===== config.mk =====
export PLATFORM = sky130hd
export DESIGN_NAME = gp_sbus_regbank
export DESIGN_NICKNAME = d
export VERILOG_FILES = /design/src/rtl/gp_sbus_regbank.sv
export SDC_FILE = /design/constraint.sdc
export NUM_CORES = 1
export LEC_CHECK = 0
export ABC_AREA = 1
export ABC_CLOCK_PERIOD_IN_PS = 3300
export BUFFER_PORTS_ARGS = -buffer_cell sky130_fd_sc_hd__buf_2
export CORE_UTILIZATION = 30
export DETAILED_ROUTE_END_ITERATION = 6
export GPL_TIMING_DRIVEN = 0
export PLACE_DENSITY = 0.46
export SLEW_MARGIN = 40
export SYNTH_ARGS = -nofsm -noshare
export SYNTH_HDL_FRONTEND = slang
export SYNTH_SLANG_ARGS = --single-unit

===== constraint.sdc =====
create_clock -name i_clk_ahb -period 3.3 [get_ports i_clk_ahb]
set_input_delay 0.33 -clock i_clk_ahb [delete_from_list [all_inputs] [get_ports i_clk_ahb]]
set_output_delay 0.33 -clock i_clk_ahb [all_outputs]
set_load 0.01 [all_outputs]

===== src/rtl/gp_sbus_regbank.sv =====
`default_nettype none
// gp_sbus_regbank: flop register bank behind the gp_engine simple request bus,
// with programmable read latency, write busy cycles and a sticky access-error flag.
module gp_sbus_regbank #(
  parameter int                    DATA_WIDTH = 32,
  parameter int                    ADDR_WIDTH = 32,
  parameter int                    DEPTH      = 16,
  parameter logic [ADDR_WIDTH-1:0] BASE_ADDR  = '0,
  parameter int                    RD_LAT     = 2,
  parameter int                    WR_WS      = 1,
  parameter logic [DATA_WIDTH-1:0] ERR_DATA   = DATA_WIDTH'(32'hDEAD_BEEF)
) (
  input  logic                  i_clk_ahb,
  input  logic                  i_rst_ahb,
  input  logic                  i_valid,
  input  logic                  i_rd0_wr1,
  input  logic [ADDR_WIDTH-1:0] i_addr,
  input  logic [DATA_WIDTH-1:0] i_wr_data,
  input  logic                  i_err_clr,
  output logic                  o_ready,
  output logic                  o_rd_valid,
  output logic [DATA_WIDTH-1:0] o_rd_data,
  output logic                  o_err
);

  localparam int IDX_W = $clog2(DEPTH);
  localparam int AW1   = ADDR_WIDTH + 1;

  localparam logic [1:0] S_IDLE    = 2'd0;
  localparam logic [1:0] S_RD_WAIT = 2'd1;
  localparam logic [1:0] S_RD_RESP = 2'd2;
  localparam logic [1:0] S_WR_BUSY = 2'd3;

  localparam logic [3:0] RD_LOAD = 4'(RD_LAT - 1);
  localparam logic [3:0] WR_LOAD = 4'(WR_WS);

  // Range limits carry one extra bit so BASE_ADDR + 4*DEPTH cannot wrap.
  localparam logic [AW1-1:0] BASE_EXT  = AW1'(BASE_ADDR);
  localparam logic [AW1-1:0] LIMIT_EXT = BASE_EXT + AW1'(4 * DEPTH);

  logic [1:0]            state;
  logic [3:0]            cnt;
  logic [DATA_WIDTH-1:0] bank [DEPTH];
  logic [DATA_WIDTH-1:0] rd_buf;
  logic                  err;
  logic                  err_pend;

  logic                  ready;
  logic                  accept;
  logic                  legal;
  logic [AW1-1:0]        addr_ext;
  logic [IDX_W-1:0]      idx;

  assign ready    = (state == S_IDLE) || (state == S_RD_RESP);
  assign accept   = i_valid && ready;
  assign addr_ext = {1'b0, i_addr};
  assign legal    = (i_addr[1:0] == 2'b00) && (addr_ext >= BASE_EXT) && (addr_ext < LIMIT_EXT);
  assign idx      = IDX_W'((i_addr - BASE_ADDR) >> 2);

  assign o_ready    = ready;
  assign o_rd_valid = (state == S_RD_RESP);
  assign o_rd_data  = (state == S_RD_RESP) ? rd_buf : '0;
  assign o_err      = err;

  always_ff @(posedge i_clk_ahb) begin
    if (i_rst_ahb) begin
      state    <= S_IDLE;
      cnt      <= '0;
      rd_buf   <= '0;
      err      <= 1'b0;
      err_pend <= 1'b0;
      for (int i = 0; i < DEPTH; i++) begin
        bank[i] <= '0;
      end
    end else begin
      // The error flag rises one edge after the offending accept; a fresh
      // error beats a simultaneous clear.
      err_pend <= accept && !legal;
      if (err_pend) begin
        err <= 1'b1;
      end else if (i_err_clr) begin
        err <= 1'b0;
      end

      if (accept && !i_rd0_wr1) begin
        rd_buf <= legal ? bank[idx] : ERR_DATA;
        if (RD_LAT == 1) begin
          state <= S_RD_RESP;
          cnt   <= '0;
        end else begin
          state <= S_RD_WAIT;
          cnt   <= RD_LOAD;
        end
      end else if (accept) begin
        if (legal) begin
          bank[idx] <= i_wr_data;
        end
        if (WR_WS > 0) begin
          state <= S_WR_BUSY;
          cnt   <= WR_LOAD;
        end else begin
          state <= S_IDLE;
          cnt   <= '0;
        end
      end else begin
        case (state)
          S_RD_WAIT: begin
            if (cnt <= 4'd1) begin
              state <= S_RD_RESP;
              cnt   <= '0;
            end else begin
              cnt <= cnt - 4'd1;
            end
          end
          S_WR_BUSY: begin
            if (cnt <= 4'd1) begin
              state <= S_IDLE;
              cnt   <= '0;
            end else begin
              cnt <= cnt - 4'd1;
            end
          end
          default: begin
            state <= S_IDLE;
            cnt   <= '0;
          end
        endcase
      end
    end
  end

endmodule
`default_nettype wire


# Word-level counts from Yosys, hierarchy flattened

Memories as Yosys holds them, arrays and structs flattened.
Index checks and enable logic that the tools add are counted.
W data, S select, Z words.

Word-level logic and storage cells: 60
Memories: 1
Input port bits: 69
Bits in writable memories: 512
Output and inout port bits: 35
Register bits: 40

Magnitude comparators: 3
Multiplexer cells: 23
Bitwise operators: 1
Equality and inequality tests: 7
Reduce and logical (&&, ||, !) cells: 17
Add/subtract/negate cells: 1

Memory list:

| memory | depth | width | read ports | clocked after memory_dff | write ports | line | text |
|---|---|---|---|---|---|---|---|
| bank   | 16    | 32    | 1          | 0                        | 16          | 43   | `logic [DATA_WIDTH-1:0] bank [DEPTH];` |

Operator list:

| cell                  | number |
|---|---|
| $mux W32              | 3 |
| $ge A32 B1 Y1 const B | 1 |
| $lt A32 B7 Y1 const B | 1 |
| $reduce_or A32 Y1     | 1 |
| $mux W1               | 15 |
| $ne A4 B4 Y1 const B  | 2 |
| $mux W2               | 3 |
| $ne A3 B3 Y1 const B  | 2 |
| $logic_and A1 B1 Y1   | 5 |
| $reduce_or A5 Y1      | 1 |
| $eq A2 B2 Y1 const B  | 2 |
| $le A4 B1 Y1 const B  | 1 |
| $logic_not A2 Y1      | 2 |
| $mux W4               | 1 |
| $pmux W2 S2           | 1 |
| $reduce_and A2 Y1     | 2 |
| $reduce_or A2 Y1      | 2 |
| $sub A4 B1 Y4 const B | 1 |
| $eq A2 B1 Y1 const B  | 1 |
| $logic_not A1 Y1      | 2 |
| $reduce_bool A2 Y1    | 1 |
| $logic_or A1 B1 Y1    | 1 |
| $not A1 Y1            | 1 |

# Logic depth before layout (Yosys ltp)

Depth after elaboration: 10
Gate-level depth with buffers: 11
Gate-level depth less buffers: 10

# Worst setup path before layout

OpenSTA, ideal clock, no wires.

Path type: in2reg
Start point: in i_addr[12]
End point: mem bank[8][0], enable pin
Data required time: 2.911 ns
Arrival time: 2.161 ns
Slack: 0.750 ns
Cell stages on the path: 9
Buffers on the path: 2
Library setup time: 0.389 ns
Path through: nor2_1 -> nand2_1 -> nor2_1 -> nand2_1 -> nor2_8 -> buf_8 -> nand4_4 -> buf_6 -> nand2_1

RTL lines:

| element     | line | text |
|---|---|---|
| from (decl) | 17   | `input logic [ADDR_WIDTH-1:0] i_addr,` |
| to (decl)   | 43   |  |

==> impl_metrics.toml <==
[pwr]
p_seq_share_pct = 47.6
leakagePower_uw = 0.0135
cellPowerDensity_mw_per_mm2 = 551
peakVddDrop_uv = 309
netSwitchingFraction_pct = 24.9
power_frac_comb_pct = 8.5
p_sw_uw = 4140
intPower_uw = 12500
clkPwrFrac_pct = 43.9
finalPower_uw = 16600

[detailed_routing]
routed-via-count = 20394
drcViolationCount = 0
wl_per_cell_um = 24.2
firstDrtPassIters = 5
drt_iter0_drc = 2457
drtAntennaViolNets = 0
drt-total-wl_mm = 103
vias_per_cell = 4.78

[setup_path]
r2r-end = "bank[6][30]$_SDFFCE_PN0P_"
critical_path.top_delay_family = "simple AND/OR/NAND/NOR gates"
arrival_ps = 3540
critPathLaunch = "state[0]$_SDFFE_PP0P_"
critPathMaxStageDelay_ps = 690
r2r_start = "state[0]$_SDFFE_PP0P_"
crit_path_max_fanout = 17
r2r_cells = 10
path_buf_inv = 4
crit_slowest_cell = "clkbuf_1"
cp_cell_sequence = "inv_2 -> nand2_4 -> nor2_4 -> inv_2 -> nand2_2 -> nor2_8 -> nand4_1 -> clkbuf_1 -> nand2_4 -> buf_12"
cp-start-kind = "flip-flop"
crit_type = "flip-flop to flip-flop"
reg2reg_slack_ps = 100
crit_cells = 10
cp-end-kind = "flip-flop"
endpoint = "bank[6][30]$_SDFFCE_PN0P_"
required_ps = 3640

[yosys]
yosys_warnings = 0
netlist_area_sq_mm = 0.0256
syn_inst = 2883
yosysUniqueCellTypes = 31
synth.avg_cell_area_sq_um = 8.87
ys_seq_elements = 552
ys_seq_area_share_pct = 63.3
syn_nets = 2954

[layout]
layout-drive-gt1-share_pct = 11.5
postLayoutCellArea_sq_mm = 0.0302
area_growth_pct = 18.0
final_util_pct = 35.9
nets = 3147

[grt]
grt_pass1_wl_mm = 142
antenna_found_initial = 2
first_global_vias = 18806
grt_max_degree = 25
grt_overflow_total = 0
grt_use_total_pct = 23.9

[place]
routabilityCongestion = 0.864
placed_cell_area_sq_mm = 0.0280
dp_hpwl_mm = 67.5
io_buffers = 102

[sta]
report.final.slew_viol_count = 0
tightest_slew_ps = 897
clock_skew_ps = 20.2
finalSetupViolations = 0
hold_viol = 0
timing.fmax_ghz = 0.313
post-route-period-util_pct = 96.9
maxSlewHeadroom_pct = 40.2
rsz0062_at_grt = "no"
setup-tns-final_ps = 0
period_needed_ps = 3200

[outcome]
run_status = "finished clean"

[clock_network]
cts_setup_buffers = 0
cts.sinks = 552
clock_latency_ps = 620
cts_tree = "done"
numCtsBuffers = 67
cts_root_buf = "clkbuf_16"
clk_pin_slew_ps = 50
htreeDepth = 3
cts.path.max_buffers = 3

[flow_run]
max_cap_violations = 0

[floorplan]
die_x_um = 294
fp.coreArea_sq_mm = 0.0840
die_area_sq_mm = 0.0864
die-height_um = 294
rows = 106
start_util_pct = 30.5
io_pins = 104

[min_path]
hold_path.class = "input pin to flip-flop"
-- cell type report --
type	count	area, sq um
Antenna cell	2	5.00
Buffer	184	927
Clock buffer	107	1960
Clock inverter	14	145
Fill cell	8699	53800
Inverter	121	454
Multi-Input combinational cell	2026	8180
Sequential cell	552	16200
Tap cell	1134	1420
Timing Repair Buffer	124	886
-- flip-flops by register name, summed over array words and instances (netlist names) --
register,flops
state,2
err_pend,1
o_err,1
rd_buf,32
bank,512
cnt,4
-- cells in the mapped netlist, drive strengths merged --
library cell	count	area [sq um]
a21oi	25	125
a31o	1	8.76
a31oi	1	6.26
buf	83	499
clkbuf	101	379
dfxtp	40	801
edfxtp	512	15400
ha	2	25.0
inv	121	454
nand2	1154	4340
nand3	4	20.0
nand4	16	295
nor2	752	2870
nor3	2	10.0
nor4	1	6.26
o211ai	1	7.51
o21ai	65	325
or2	1	6.26
xnor2	1	8.76
-- layout by cell type, fill, tap and decap left out, types with 25 or more instances in the layout --
cell          n
inv_1       118
buf_2       159
edfxtp_1    512
clkbuf_16    71
dfxtp_1      40
clkbuf_1     98
o21ai_0      65
nor2_1      746
nand2_1    1136
a21oi_1      25
clkbuf_2     35
-- per-stage QoR --
stage / hold WS, ps / instances / setup slack [ps]
2_1_floorplan: 402 / 2883 / 750
3_3_place_gp: 424 / 4119 / -1810
3_5_place_dp: 430 / 4137 / -393
4_1_cts: 2.87 / 4259 / 130
5_1_grt: 51.2 / 4262 / 63.1
6_report: 16.3 / 4264 / 101
-- metal layers --
layer,track usage (%),part of all wire (%),up-vias
met4,8.96,3.4,0
met3,4.12,8.1,156
met2,38.2,46,854
met5,0,0,-
met1,32.3,43,9891
li1,-,-,9493
-- power by group through the flow --
stage / clock [uW] / sequential (uW) / combinational (uW)
2_1_floorplan: 0 / 8040 / 707
3_3_place_gp: 0 / 8070 / 1330
3_5_place_dp: 0 / 8050 / 1390
4_1_cts: 7350 / 7910 / 1400
5_1_grt: 7630 / 7930 / 1510
6_report: 7290 / 7910 / 1410
-- cell families after synthesis --
group | share of synthesized area, %
fa+ha+maj | 0.0979
compound gates | 1.85
simple gates | 29.5
buf+inv | 5.21
xor+xnor | 0.0343
flops | 63.3
-- worst register-to-register path: stages, from the launching register on --
cell and delay, ps:
dfxtp_1 310, inv_2 100, nand2_4 90, nor2_4 340, inv_2 100, nand2_2 160
nor2_8 90, nand4_1 330, clkbuf_1 700, nand2_4 420, buf_12 310
-- what timing repair did --
item | in CTS | in global routing
hold buffers | 1 | 0
endpoints found under the hold margin | 1 | 0
gates resized for setup | 0 | 0
-- how the worst min path moves through the flow --
stage	start	to	slack (ps)	depth (start not counted)
CTS	i_err_clr	o_err$_SDFFE_PP0P_	3	4
detailed placement	err_pend$_SDFF_PP0_	o_err$_SDFFE_PP0P_	430	2
finish	i_err_clr	o_err$_SDFFE_PP0P_	20	4
floorplan	i_rst_ahb	o_err$_SDFFE_PP0P_	400	1
global route	i_err_clr	o_err$_SDFFE_PP0P_	50	4
global placement	err_pend$_SDFF_PP0_	o_err$_SDFFE_PP0P_	420	2
(Power assumes the default switching activity.)
